## config.mk

```make
export PLATFORM = sky130hd
export DESIGN_NAME = seq_multiplier
export DESIGN_NICKNAME = d
export VERILOG_FILES = /design/src/rtl/mult_pkg.sv /design/src/rtl/mult_step.sv /design/src/rtl/seq_multiplier.sv
export SDC_FILE = /design/constraint.sdc
export NUM_CORES = 1
export LEC_CHECK = 0
export CAP_MARGIN = 20
export CORE_MARGIN = 2
export CORE_UTILIZATION = 30
export DETAILED_ROUTE_END_ITERATION = 6
export GPL_ROUTABILITY_DRIVEN = 0
export PLACE_DENSITY = 0.61
export SLEW_MARGIN = 0
export SYNTH_ARGS = -nofsm -noshare
export SYNTH_HDL_FRONTEND = slang
export SYNTH_SLANG_ARGS = --single-unit
```

## constraint.sdc

```tcl
create_clock -name clk_i -period 5 [get_ports clk_i]
set_input_delay 0.5 -clock clk_i [delete_from_list [all_inputs] [get_ports clk_i]]
set_output_delay 0.5 -clock clk_i [all_outputs]
set_load 0.05 [all_outputs]
```

## src/rtl/mult_pkg.sv

```systemverilog
// ---------------------------------------------------------------------------
// mult_pkg
//   Shared types and helpers for the sequential multiplier (and for the
//   divider sequencer, which uses the same counter sizing).
//
//   Contents:
//     mult_state_t  - FSM state encoding {IDLE, BUSY, DONE}
//     cnt_width()   - width of an iteration counter that must reach width-1
// ---------------------------------------------------------------------------
package mult_pkg;

    typedef enum logic [1:0] {
        IDLE = 2'd0,
        BUSY = 2'd1,
        DONE = 2'd2
    } mult_state_t;

    // A counter that runs 0..width-1 needs $clog2(width) bits. Clamp to 1 so
    // a degenerate width never yields a zero-width vector.
    function automatic int cnt_width(input int width);
        int w;
        w = $clog2(width);
        if (w < 1) begin
            w = 1;
        end
        return w;
    endfunction

endpackage

```

## src/rtl/mult_step.sv

```systemverilog
// ---------------------------------------------------------------------------
// mult_step
//   One combinational shift-add iteration of the radix-2 multiplier.
//   If mplier[0] is set, mcand is added to acc. The add uses a ripple chain of
//   full adders, so the sum is WIDTH+1 bits wide including the carry. The
//   concatenation {sum, mplier} is then shifted right by one bit.
//
//   Ports:
//     acc         in   WIDTH   upper half of the running product
//     mplier      in   WIDTH   lower half / remaining multiplier bits
//     mcand       in   WIDTH   multiplicand
//     acc_next    out  WIDTH   acc after add and shift (carry enters the MSB)
//     mplier_next out  WIDTH   mplier after shift (sum LSB enters the MSB)
// ---------------------------------------------------------------------------
module mult_step #(
    parameter int WIDTH = 8
) (
    input  logic [WIDTH-1:0] acc,
    input  logic [WIDTH-1:0] mplier,
    input  logic [WIDTH-1:0] mcand,
    output logic [WIDTH-1:0] acc_next,
    output logic [WIDTH-1:0] mplier_next
);

    logic [WIDTH-1:0] addend;
    logic [WIDTH-1:0] sum;
    logic [WIDTH:0]   carry;

    // When the current multiplier bit is 0, add zero so the ripple chain is
    // always present and the shift path stays the same.
    assign addend   = mplier[0] ? mcand : '0;
    assign carry[0] = 1'b0;

    for (genvar i = 0; i < WIDTH; i++) begin : g_fulladder
        assign sum[i]     = acc[i] ^ addend[i] ^ carry[i];
        assign carry[i+1] = (acc[i] & addend[i]) | (carry[i] & (acc[i] ^ addend[i]));
    end

    // Shift {carry, sum, mplier} right by one. The bit shifted out of
    // mplier[0] has already been used above and is dropped here.
    assign acc_next    = {carry[WIDTH], sum[WIDTH-1:1]};
    assign mplier_next = {sum[0], mplier[WIDTH-1:1]};

endmodule

```

## src/rtl/seq_multiplier.sv

```systemverilog
// ---------------------------------------------------------------------------
// seq_multiplier
//   Sequential radix-2 shift-add multiplier. The block performs one add/shift
//   iteration per clock. Every operation takes exactly WIDTH BUSY cycles.
//   Operands arrive over a valid/ready handshake. The 2*WIDTH product leaves
//   over a second valid/ready handshake.
//
//   Ports:
//     clk_i      in   1        clock, rising edge
//     rst_ni     in   1        asynchronous active-low reset
//     valid_i    in   1        operand pair valid
//     ready_o    out  1        operands accepted (high only in IDLE)
//     a_i        in   WIDTH    multiplicand
//     b_i        in   WIDTH    multiplier
//     valid_o    out  1        product valid (high only in DONE)
//     ready_i    in   1        consumer accepts product
//     product_o  out  2*WIDTH  a_i * b_i
//
//   Configuration macro:
//     SEQ_MULT_SIGNED_EN  defined     -> operands and product are two's complement
//                         not defined -> unsigned only, no sign logic built
// ---------------------------------------------------------------------------
module seq_multiplier
    import mult_pkg::*;
#(
    parameter int WIDTH = 8
) (
    input  logic               clk_i,
    input  logic               rst_ni,
    input  logic               valid_i,
    output logic               ready_o,
    input  logic [WIDTH-1:0]   a_i,
    input  logic [WIDTH-1:0]   b_i,
    output logic               valid_o,
    input  logic               ready_i,
    output logic [2*WIDTH-1:0] product_o
);

    localparam int CW = cnt_width(WIDTH);
    localparam logic [CW-1:0] LAST_CNT = CW'(WIDTH - 1);

    mult_state_t state, state_next;

    logic [WIDTH-1:0]   acc;
    logic [WIDTH-1:0]   mcand;
    logic [WIDTH-1:0]   mplier;
    logic [CW-1:0]      cnt;
    logic [2*WIDTH-1:0] product_q;

    logic [WIDTH-1:0]   acc_next;
    logic [WIDTH-1:0]   mplier_next;
    logic [2*WIDTH-1:0] result_next;
    logic [WIDTH-1:0]   a_load;
    logic [WIDTH-1:0]   b_load;
    logic               accept;
    logic               last_step;

    assign accept    = valid_i && ready_o;
    assign last_step = (cnt == LAST_CNT);

    mult_step #(
        .WIDTH (WIDTH)
    ) u_step (
        .acc         (acc),
        .mplier      (mplier),
        .mcand       (mcand),
        .acc_next    (acc_next),
        .mplier_next (mplier_next)
    );

`ifdef SEQ_MULT_SIGNED_EN
    logic neg;
    logic neg_load;

    // Prepare signed operands. The core always multiplies magnitudes.
    // -2^(WIDTH-1) maps to 2^(WIDTH-1), which still fits as an unsigned
    // WIDTH-bit value. The sign of the result is kept separately.
    always_comb begin
        a_load   = a_i[WIDTH-1] ? (~a_i + 1'b1) : a_i;
        b_load   = b_i[WIDTH-1] ? (~b_i + 1'b1) : b_i;
        neg_load = a_i[WIDTH-1] ^ b_i[WIDTH-1];
    end

    // Restore the sign on the final iteration's output, before it is
    // captured into the product register.
    always_comb begin
        result_next = {acc_next, mplier_next};
        if (neg) begin
            result_next = ~{acc_next, mplier_next} + 1'b1;
        end
    end

    // The sign flag is captured on the accept edge, together with the
    // operand magnitudes.
    always_ff @(posedge clk_i or negedge rst_ni) begin
        if (!rst_ni) begin
            neg <= 1'b0;
        end else if (accept) begin
            neg <= neg_load;
        end
    end
`else
    // Unsigned build: operands go straight into the datapath.
    always_comb begin
        a_load      = a_i;
        b_load      = b_i;
        result_next = {acc_next, mplier_next};
    end
`endif

    // State register. Reset aborts any operation in progress.
    always_ff @(posedge clk_i or negedge rst_ni) begin
        if (!rst_ni) begin
            state <= IDLE;
        end else begin
            state <= state_next;
        end
    end

    // Next-state logic and handshake outputs. DONE always returns to IDLE
    // rather than straight to BUSY, so a new operation can never be
    // accepted in the same cycle the product leaves.
    always_comb begin
        state_next = state;
        ready_o    = 1'b0;
        valid_o    = 1'b0;
        case (state)
            IDLE: begin
                ready_o = 1'b1;
                if (valid_i) begin
                    state_next = BUSY;
                end
            end
            BUSY: begin
                if (last_step) begin
                    state_next = DONE;
                end
            end
            DONE: begin
                valid_o = 1'b1;
                if (ready_i) begin
                    state_next = IDLE;
                end
            end
            default: begin
                state_next = IDLE;
            end
        endcase
    end

    // Datapath registers. The accept edge loads the operands and clears the
    // accumulator. Each BUSY edge applies one shift-add step. The last BUSY
    // edge also captures the finished product, so product_o holds steady
    // through DONE and afterwards until the next result replaces it.
    always_ff @(posedge clk_i or negedge rst_ni) begin
        if (!rst_ni) begin
            acc       <= '0;
            mcand     <= '0;
            mplier    <= '0;
            cnt       <= '0;
            product_q <= '0;
        end else begin
            case (state)
                IDLE: begin
                    if (accept) begin
                        acc    <= '0;
                        mcand  <= a_load;
                        mplier <= b_load;
                        cnt    <= '0;
                    end
                end
                BUSY: begin
                    acc    <= acc_next;
                    mplier <= mplier_next;
                    cnt    <= cnt + 1'b1;
                    if (last_step) begin
                        product_q <= result_next;
                    end
                end
                default: begin
                end
            endcase
        end
    end

    assign product_o = product_q;

endmodule

```

# After elaboration in Yosys (flattened, before gate mapping)
# Cells that the tools add are included.
dict set report op_classes {
  n_addsub 1
  n_eq_ne 7
  muxes 13
  n_bitwise 37
  reduce_logical 7
}
# operator n
set op_table {}
lappend op_table {{8-bit case mux with 2 select lines} 2}
lappend op_table {{8-bit 2-to-1 mux} 3}
lappend op_table {{1-bit bitwise AND} 15}
lappend op_table {{1-bit XOR} 15}
lappend op_table {{2-bit != test, second input constant} 4}
lappend op_table {{1-bit bitwise OR} 7}
lappend op_table {{2-bit 2-to-1 mux} 3}
lappend op_table {{2-bit case mux with 3 select lines} 1}
lappend op_table {{3-bit case mux with 2 select lines} 1}
lappend op_table {{2-bit AND reduction} 3}
lappend op_table {{3-bit by 1-bit adder with 3-bit output, second input constant} 1}
lappend op_table {{3-bit == test, second input constant} 1}
lappend op_table {{3-bit 2-to-1 mux} 1}
lappend op_table {{3-bit AND reduction} 1}
lappend op_table {{2-bit by 1-bit == test with 1-bit output, second input constant} 1}
lappend op_table {{2-bit == test, second input constant} 1}
lappend op_table {{2-bit logical NOT} 1}
lappend op_table {{1-bit 2-to-1 mux} 2}
lappend op_table {{2-bit nonzero test} 1}
lappend op_table {{1-bit logical AND} 1}
dict set report totals {
  ff_bits 45
  word_cells 71
}

# Logic depth before layout (Yosys ltp)
# Gate-level depths: netlist of the first run.
dict set report logic_depth {
  ltp_word 17
  ltp_mapped 12
  mapped_depth_nobuf 11
}

# Cells and area by module
# A second synthesis of the first run with hierarchy kept.
dict set report hier_totals {
  hier_cells 160
  hier_area_um2 2123.3
}
# mod instances cells_each area_each_um2
set modules_own_cells {}
lappend modules_own_cells {seq_multiplier 1 129 1843.0}
lappend modules_own_cells {mult_step 1 31 280.3}

# Worst setup path after synthesis of the first run
# No wires, ideal clock.
dict set report synth_path {
  path_type {reg-to-reg}
  from {register mplier[0]}
  to {register product_q[14], in the netlist product_o[14]}
  setup_ns 0.127
  t_arrival_ns 3.675
  t_required_ns 4.873
  slack_ns 1.198
  path_stages_with_launch 13
  path_buffers 1
  path_cell_list {dfrtp_1 clkbuf_1 and2_1 ha_1 inv_1 fa_1 fa_1 fa_1 fa_1 fa_1 fa_1 fa_1 o21ai_0}
}
dict set report synth_via {
  elab_chain_cells 15
  word_cells_on_any_way 28
}
# item line_no
set synth_lines {}
lappend synth_lines {{from (decl)} seq_multiplier.sv:46} ;# logic [WIDTH-1:0] mplier;
lappend synth_lines {{from (signal assigned)} seq_multiplier.sv:168} ;# mplier <= b_load;
lappend synth_lines {{from (signal assigned)} seq_multiplier.sv:174} ;# mplier <= mplier_next;
lappend synth_lines {{8-bit 2-to-1 mux *} mult_step.sv:31} ;# assign addend = mplier[0] ? mcand : '0;
lappend synth_lines {{1-bit bitwise AND / 1-bit XOR (equally long branches)} mult_step.sv:36} ;# assign carry[i+1] = (acc[i] & addend[i]) | (carry[i] & (acc[i] ^ addend[i]));
lappend synth_lines {{1-bit bitwise AND} mult_step.sv:36}
lappend synth_lines {{1-bit bitwise OR} mult_step.sv:36}
lappend synth_lines {{1-bit bitwise AND} mult_step.sv:36}
lappend synth_lines {{1-bit bitwise OR} mult_step.sv:36}
lappend synth_lines {{1-bit bitwise AND} mult_step.sv:36}
lappend synth_lines {{1-bit bitwise OR} mult_step.sv:36}
lappend synth_lines {{1-bit bitwise AND} mult_step.sv:36}
lappend synth_lines {{1-bit bitwise OR} mult_step.sv:36}
lappend synth_lines {{1-bit bitwise AND} mult_step.sv:36}
lappend synth_lines {{1-bit bitwise OR} mult_step.sv:36}
lappend synth_lines {{1-bit bitwise AND} mult_step.sv:36}
lappend synth_lines {{1-bit bitwise OR} mult_step.sv:36}
lappend synth_lines {{1-bit XOR *} mult_step.sv:35} ;# assign sum[i] = acc[i] ^ addend[i] ^ carry[i];
lappend synth_lines {{to (signal assigned)} seq_multiplier.sv:177} ;# product_q <= result_next;
lappend synth_lines {{to (decl)} seq_multiplier.sv:48} ;# logic [2*WIDTH-1:0] product_q;
# Mark *: on every way between the ends. The rest lies on a longest branch, timed or not.
# A chain may end at the register's enable or synchronous reset.

# Worst setup path in the final report of the first run
dict set report layout_path {
  from {register mplier[0]}
  to {register acc[6]}
}
dict set report layout_via {
  elab_chain_cells 16
  word_cells_on_any_way 29
}
# item line_no
set layout_lines {}
lappend layout_lines {{8-bit 2-to-1 mux *} mult_step.sv:31}
lappend layout_lines {{1-bit bitwise AND / 1-bit XOR (equally long branches)} mult_step.sv:36}
lappend layout_lines {{1-bit bitwise AND} mult_step.sv:36}
lappend layout_lines {{1-bit bitwise OR} mult_step.sv:36}
lappend layout_lines {{1-bit bitwise AND} mult_step.sv:36}
lappend layout_lines {{1-bit bitwise OR} mult_step.sv:36}
lappend layout_lines {{1-bit bitwise AND} mult_step.sv:36}
lappend layout_lines {{1-bit bitwise OR} mult_step.sv:36}
lappend layout_lines {{1-bit bitwise AND} mult_step.sv:36}
lappend layout_lines {{1-bit bitwise OR} mult_step.sv:36}
lappend layout_lines {{1-bit bitwise AND} mult_step.sv:36}
lappend layout_lines {{1-bit bitwise OR} mult_step.sv:36}
lappend layout_lines {{1-bit bitwise AND} mult_step.sv:36}
lappend layout_lines {{1-bit bitwise OR} mult_step.sv:36}
lappend layout_lines {{1-bit XOR *} mult_step.sv:35}
lappend layout_lines {{8-bit case mux with 2 select lines *} seq_multiplier.sv:163} ;# case (state)
lappend layout_lines {{to (signal assigned)} seq_multiplier.sv:173} ;# acc <= acc_next;
lappend layout_lines {{to (decl)} seq_multiplier.sv:44} ;# logic [WIDTH-1:0] acc;
# Marks and branches as above.

==> run metrics, run 1 <==
status=completed; share of cells above drive strength 1=12.98%; post-route ant nets=0; top post-synthesis cells by area=dfrtp_1 55%, mux2_4 8.0%, fa_1 6.8%; routed wl met2=1.836 mm; switching share of power=41.80%; Synth cell types=26; CTS Buffer Depth=2; initial antenna violation count=0; drt initial violations=78; Worst path top cell family by delay=adder cells; most frequent cell after synthesis=dfrtp_1; critical path class=reg2reg; Detailed Route WL=4.035 mm; final cell count without fillers=288; CP arrival=4.05 ns; maxcap violations=0; Synth Net Count=201; Clock Skews=0.005696 ns; RSZ-0062 raised after global routing=false; fillcell total=672; synthesized area=2066 um2; GRT Total Usage=11.85%; Leak=1.124 nW; WP data required=5.15 ns; post-DP HPWL=2.766 mm; r2r worst-path depth=11; Relative slew margins=31.96%; Post-synth EDFFs=0; Initial Util=30.74%; Yosys warning count=0; vias=1,372; Fin. Hold Viols=0; PnR worst setup slack=1.095 ns; PwrDens=724.3 nW/um2; worst-path cell chain=and2_1 -> ha_1 -> inv_1 -> fa_1 -> fa_1 -> fa_1 -> fa_1 -> fa_1 -> fa_1 -> fa_1 -> o21ai_0; Async SR Flop Fraction=100.0%; DR vias/cell=4.764; num rows=30; pin count of the biggest net entering global routing=46; first-pass GRT wire length=6.920 mm; final period utilization=78.11%; Clock power frac=14.8%; hold buffers post-CTS=0; Psw=787.8 uW; Int Power=1.097 mW; Clock Latency Late Sink=0.29 ns; max-slew violation count=0; worst-path fanout max=9; most frequent CP cell=fa_1; fin crit period=3.905 ns; Sequential Power Share=35.7%; Achievable Freq=256.1 MHz; Levels on crit path=11; uppermost layer routed=met4; crit path capture type=flip-flop; peak supply drop=0.2525 mV; Final Net Count=237; Area growth, synth to finish=25.98%; total gr overflow=0; endpoints failing setup=0; # IOs=38; Post-synth top cells=45 x dfrtp_1, 24 x nand2_1, 17 x o21ai_0, 14 x o22ai_1, 11 x mux2_4; port bufs=37; Root Buffer=clkbuf_8; Die X=86.98 um; Worst Tran Pin Value=1.018 ns; clk slew on worst S/H paths=0.08 ns; CTS tree=built; drt drc=0; drt wl/cell=14.01 um; FF+latch area=1126 um2; Yosys top cell area share=54.51%; Pre-antenna DRT Iters=6; die area=7566 um2; DIE HEIGHT=86.98 um; quantity of gates resized following cts=0; met1 WL=1.953 mm; total setup buffers inserted after CTS=0; Synth Flop Type=dfrtp_1; worst slack at placement=1.029 ns; DP Cell Count=279; slowest cell on the critical path=fa_1; top cell type by total area after synthesis=dfrtp_1; Worst path max stage delay=0.50 ns; Cells after Synth=171; type of the most critical hold path=in2async; H-tree Lvls=2; Setup TNS=0 ns; ANT cells=0; Gate power share=49.5%; area occupied by multi-input gates=833.3 um2; CTS Sinks=45; crit path buf inv count=1; Post-Syn Area per Cell=12.08 um2; CTS Buf Count=5; Core Area=6719 um2; nature of the critical path startpoint=flip-flop; Final Util=38.73%; number of global-route vias before repair=1,380; Yosys reg bits=45; met3 routed wirelength=181 um; sequential fraction of the synthesis area=54.51%
[placed cells by master (no fill, tap or decap), types with 3 or more instances in the layout]
| cell type | instances |
|---|---|
| mux2_4 | 11 |
| o21ai_0 | 17 |
| clkdlybuf4s50_1 | 36 |
| ha_1 | 3 |
| a21oi_1 | 8 |
| nand2_1 | 24 |
| inv_1 | 9 |
| dfrtp_1 | 45 |
| fa_1 | 7 |
| nor2_1 | 5 |
| mux2_2 | 5 |
| clkbuf_8 | 6 |
| o22ai_1 | 14 |
[routing by layer]
| metal | vias to the layer above | track usage (%) |
|---|---|---|
| met3 | 8 | 2.938 |
| met2 | 34 | 17.90 |
| met4 | 0 | 4.688 |
| met1 | 674 | 16.34 |
| li1 | 656 | - |
| met5 | - | 0 |
[power by group through the flow]
stage	combinational [mW]	sequential (mW)	clock (mW)
after floorplan	0.504	0.841	0
after global placement	0.920	0.676	0
after detailed placement	0.946	0.679	0
after CTS	0.947	0.675	0.290
after global routing	1.04	0.700	0.302
final	0.933	0.673	0.279
[kinds of logic after synthesis]
| logic type | count (synthesis) | synth area share, % |
|---|---|---|
| AO/OA/AOI/OAI | 44 | 12.30 |
| adder cells (fa/ha/maj) | 10 | 8.601 |
| buffers and inverters | 20 | 5.148 |
| flip-flops | 45 | 54.51 |
| multiplexers | 16 | 10.72 |
| AND/OR/NAND/NOR | 36 | 8.722 |
[worst paths after layout]
check	start	to	slack (ns)
setup reg to reg	mplier[0]$_DFFE_PN0P_	acc[6]$_DFFE_PN0P_	1.09
setup / recovery	mplier[0]$_DFFE_PN0P_	acc[6]$_DFFE_PN0P_	1.09
hold / removal	rst_ni	mcand[4]$_DFFE_PN0P_	0.15
min in group clk_i	acc[3]$_DFFE_PN0P_	acc[3]$_DFFE_PN0P_	0.48
hold reg to reg	acc[3]$_DFFE_PN0P_	acc[3]$_DFFE_PN0P_	0.48
max in group asynchronous	rst_ni	acc[6]$_DFFE_PN0P_	4.36
[state kept, by name, indices dropped and copies added, names as in the netlist]
signal and flops:
mplier 8, acc 8, state 2, mcand 8, product_o 16, cnt 3
[per-stage QoR]
step	hold WS (ns)	area [um2]	power [mW]
floorplan	0.2044	2066	1.345
global placement	0.4643	2466	1.596
detailed placement	0.4717	2466	1.625
CTS	0.4101	2582	1.911
global route	0.1638	2603	2.041
finish	0.1459	2603	1.885
[area by class of cell]
cell class | instances | share of cell area (%)
sequential | 45 | 43.27
multi-input combinational | 106 | 32.02
timing repair buffer | 38 | 14.81
tap | 80 | 3.846
clock buffer | 7 | 3.317
inverter | 11 | 1.587
clock inverter | 1 | 1.154
[worst register-to-register path, cell delays in order (launching register included)]
cell and delay [ns]:
dfrtp_1 0.49, and2_1 0.17, ha_1 0.14, inv_1 0.05
fa_1 0.37, fa_1 0.39, fa_1 0.39, fa_1 0.40
fa_1 0.39, fa_1 0.39, fa_1 0.50, o21ai_0 0.09
Power figures use the tool's default switching activity.
==> run 2: changes to the inputs <==
==> constraint.sdc (replaced) <==
create_clock -name clk_i -period 3.9 [get_ports clk_i]
set_input_delay 0.39 -clock clk_i [delete_from_list [all_inputs] [get_ports clk_i]]
set_output_delay 0.39 -clock clk_i [all_outputs]
set_load 0.05 [all_outputs]
==> run metrics, run 2 (synthesis gave the netlist of run 1 again) <==
status=completed (unchanged); Root Buffer=clkbuf_8 (unchanged); drt initial violations=52 (was 78); num rows=30 (unchanged); RSZ-0062 raised after global routing=false (unchanged); Detailed Route WL=4.079 mm (was 4.035 mm); GRT Total Usage=12.11% (was 11.85%); Psw=1.020 mW (was 787.8 uW); Clock Latency Late Sink=0.30 ns (was 0.29 ns); Worst R2R End=acc[6]$_DFFE_PN0P_ (unchanged); WP data required=4.06 ns (was 5.15 ns); met2 GRT Util=18.25% (was 17.90%); maxcap violations=0 (unchanged); most frequent CP cell=fa_1 (unchanged); initial antenna violation count=0 (unchanged); flop2flop setup slack=0.17 ns (was 1.09 ns); met3 Use GR=3.981% (was 2.938%); fin crit period=3.727 ns (was 3.905 ns); CTS tree=built (unchanged); Sequential Power Share=35.1% (was 35.7%); total setup buffers inserted after CTS=0 (unchanged); Relative slew margins=33.17% (was 31.96%); Clock Skews=0.006449 ns (was 0.005696 ns); gr busiest metal=met2 (unchanged); die area=7566 um2 (unchanged); drt wl/cell=14.16 um (was 14.01 um); quantity of gates resized following cts=0 (unchanged); CTS Sinks=45 (unchanged); share of cells above drive strength 1=13.46% (was 12.98%); DIE HEIGHT=86.98 um (unchanged); Fin. Hold Viols=0 (unchanged); type of the most critical hold path=in2async (unchanged); Worst Tran Pin Value=1.002 ns (was 1.018 ns); H-tree Lvls=2 (unchanged); first-pass GRT wire length=6.934 mm (was 6.920 mm); Clock power frac=15.2% (was 14.8%); # IOs=38 (unchanged); Pre-antenna DRT Iters=4 (was 6); DP Cell Count=280 (was 279); switching share of power=41.98% (was 41.80%); endpoints failing setup=0 (unchanged); Achievable Freq=268.3 MHz (was 256.1 MHz); PnR worst setup slack=0.1725 ns (was 1.095 ns); r2r worst-path depth=11 (unchanged); vias=1,386 (was 1,372); grt met1 use=16.49% (was 16.34%); final cell count without fillers=288 (unchanged); max reg flops=16 (unchanged); post-route ant nets=0 (unchanged); clk slew on worst S/H paths=0.09 ns (was 0.08 ns); worst-path cell chain=and2_1 -> ha_1 -> inv_1 -> fa_1 -> fa_1 -> fa_1 -> fa_1 -> fa_1 -> fa_1 -> fa_1 -> o21ai_0 (unchanged); Die X=86.98 um (unchanged); slowest cell on the critical path=fa_1 (unchanged); Core Area=6719 um2 (unchanged); nature of the critical path startpoint=flip-flop (unchanged); hold buffers post-CTS=0 (unchanged); ANT cells=0 (unchanged); post-DP HPWL=2.787 mm (was 2.766 mm); critical path class=reg2reg (unchanged); worst-path fanout max=2 (was 9); Leak=1.118 nW (was 1.124 nW); number of global-route vias before repair=1,428 (was 1,380); Final Util=38.60% (was 38.73%); max-slew violation count=0 (unchanged); drt drc=0 (unchanged); DR vias/cell=4.813 (was 4.764); CTS Buffer Depth=2 (unchanged); most common cell after layout, fill and taps aside=dfrtp_1 (unchanged); peak supply drop=0.4331 mV (was 0.2525 mV); final period utilization=95.58% (was 78.11%); Worst path max stage delay=0.50 ns (about the same); total gr overflow=0 (unchanged); pin count of the biggest net entering global routing=46 (unchanged); CP arrival=3.89 ns (was 4.05 ns); port bufs=37 (unchanged); Final Net Count=237 (unchanged); Int Power=1.410 mW (was 1.097 mW); Area growth, synth to finish=25.56% (was 25.98%); PwrDens=936.7 nW/um2 (was 724.3 nW/um2); Setup TNS=0 ns (unchanged); worst slack at placement=0.1865 ns (was 1.029 ns); reg2reg start=mcand[0]$_DFFE_PN0P_ (was mplier[0]$_DFFE_PN0P_); Initial Util=30.74% (unchanged); CTS Buf Count=5 (unchanged); crit path capture type=flip-flop (unchanged); most frequent cells in the layout=45 x dfrtp_1, 36 x clkdlybuf4s50_1, 24 x nand2_1 (unchanged); Fin Hold WS=0.2558 ns (was 0.1459 ns); Gate power share=49.7% (was 49.5%)
==> run 2: cell count changes in the layout (fill, tap and decap cells not counted), sizes merged <==
cell      change
clkbuf        -1
clkinvlp      +1
==> run 2: cell type report <==
class / count / area, um2
multi-input cells: 106 / 833.3
clock buffers: 6 / 82.58
repair buffers: 38 / 372.9
fillers: 663 / 4125
well taps: 80 / 100.1
flip-flops and latches: 45 / 1126
clock inverters: 2 / 37.54
inverters: 11 / 41.29
==> run 2: worst max-delay path by stage <==
stage	from	end	cells past startpoint
6_report	mcand[0]$_DFFE_PN0P_	acc[6]$_DFFE_PN0P_	11
5_1_grt	mplier[0]$_DFFE_PN0P_	acc[6]$_DFFE_PN0P_	11
4_1_cts	mcand[0]$_DFFE_PN0P_	acc[6]$_DFFE_PN0P_	11
3_5_place_dp	mcand[0]$_DFFE_PN0P_	product_o[14]$_DFFE_PN0P_	11
3_3_place_gp	mcand[0]$_DFFE_PN0P_	acc[6]$_DFFE_PN0P_	11
2_1_floorplan	mplier[0]$_DFFE_PN0P_	product_o[14]$_DFFE_PN0P_	12
==> run 2: worst max-delay path: cells and delay by family, from the launching register on <==
| family | cells | cell delay [ns] |
|---|---|---|
| compound gates | 1 | 0.08 |
| fa+ha+maj | 8 | 2.98 |
| buf+inv | 1 | 0.05 |
| flops | 1 | 0.36 |
| simple gates | 1 | 0.13 |
==> run 2: power by group through the flow <==
stage                     clock (mW)  sequential [mW]  combinational (mW)
after global routing           0.397            0.886                1.35
after detailed placement           0            0.863                1.22
after CTS                      0.378            0.857                1.23
after global placement             0            0.856                1.20
after floorplan                    0             1.08               0.647
final                          0.370            0.853                1.21
==> run 2: per-layer routing <==
layer | up-vias | wire, um
met5 | - | 0
met4 | 0 | 59
met3 | 5 | 154
met2 | 28 | 1955
met1 | 696 | 1910
li1 | 657 | -
==> run 2: per-stage QoR <==
step / cell area (um2) / total power, mW
after floorplan: 2066 / 1.724
after global routing: 2594 / 2.631
after CTS: 2594 / 2.466
after global placement: 2474 / 2.055
after detailed placement: 2474 / 2.085
final: 2594 / 2.430
==> run 3: changes to the inputs <==
--- a/config.mk
+++ b/config.mk
@@ -11,6 +11,7 @@
 export DETAILED_ROUTE_END_ITERATION = 6
 export GPL_ROUTABILITY_DRIVEN = 0
 export PLACE_DENSITY = 0.61
+export SKIP_CTS_REPAIR_TIMING = 1
 export SLEW_MARGIN = 0
 export SYNTH_ARGS = -nofsm -noshare
 export SYNTH_HDL_FRONTEND = slang
==> results of run 3 <==
The final DEF is identical to that of run 2; final timing and power are the same.
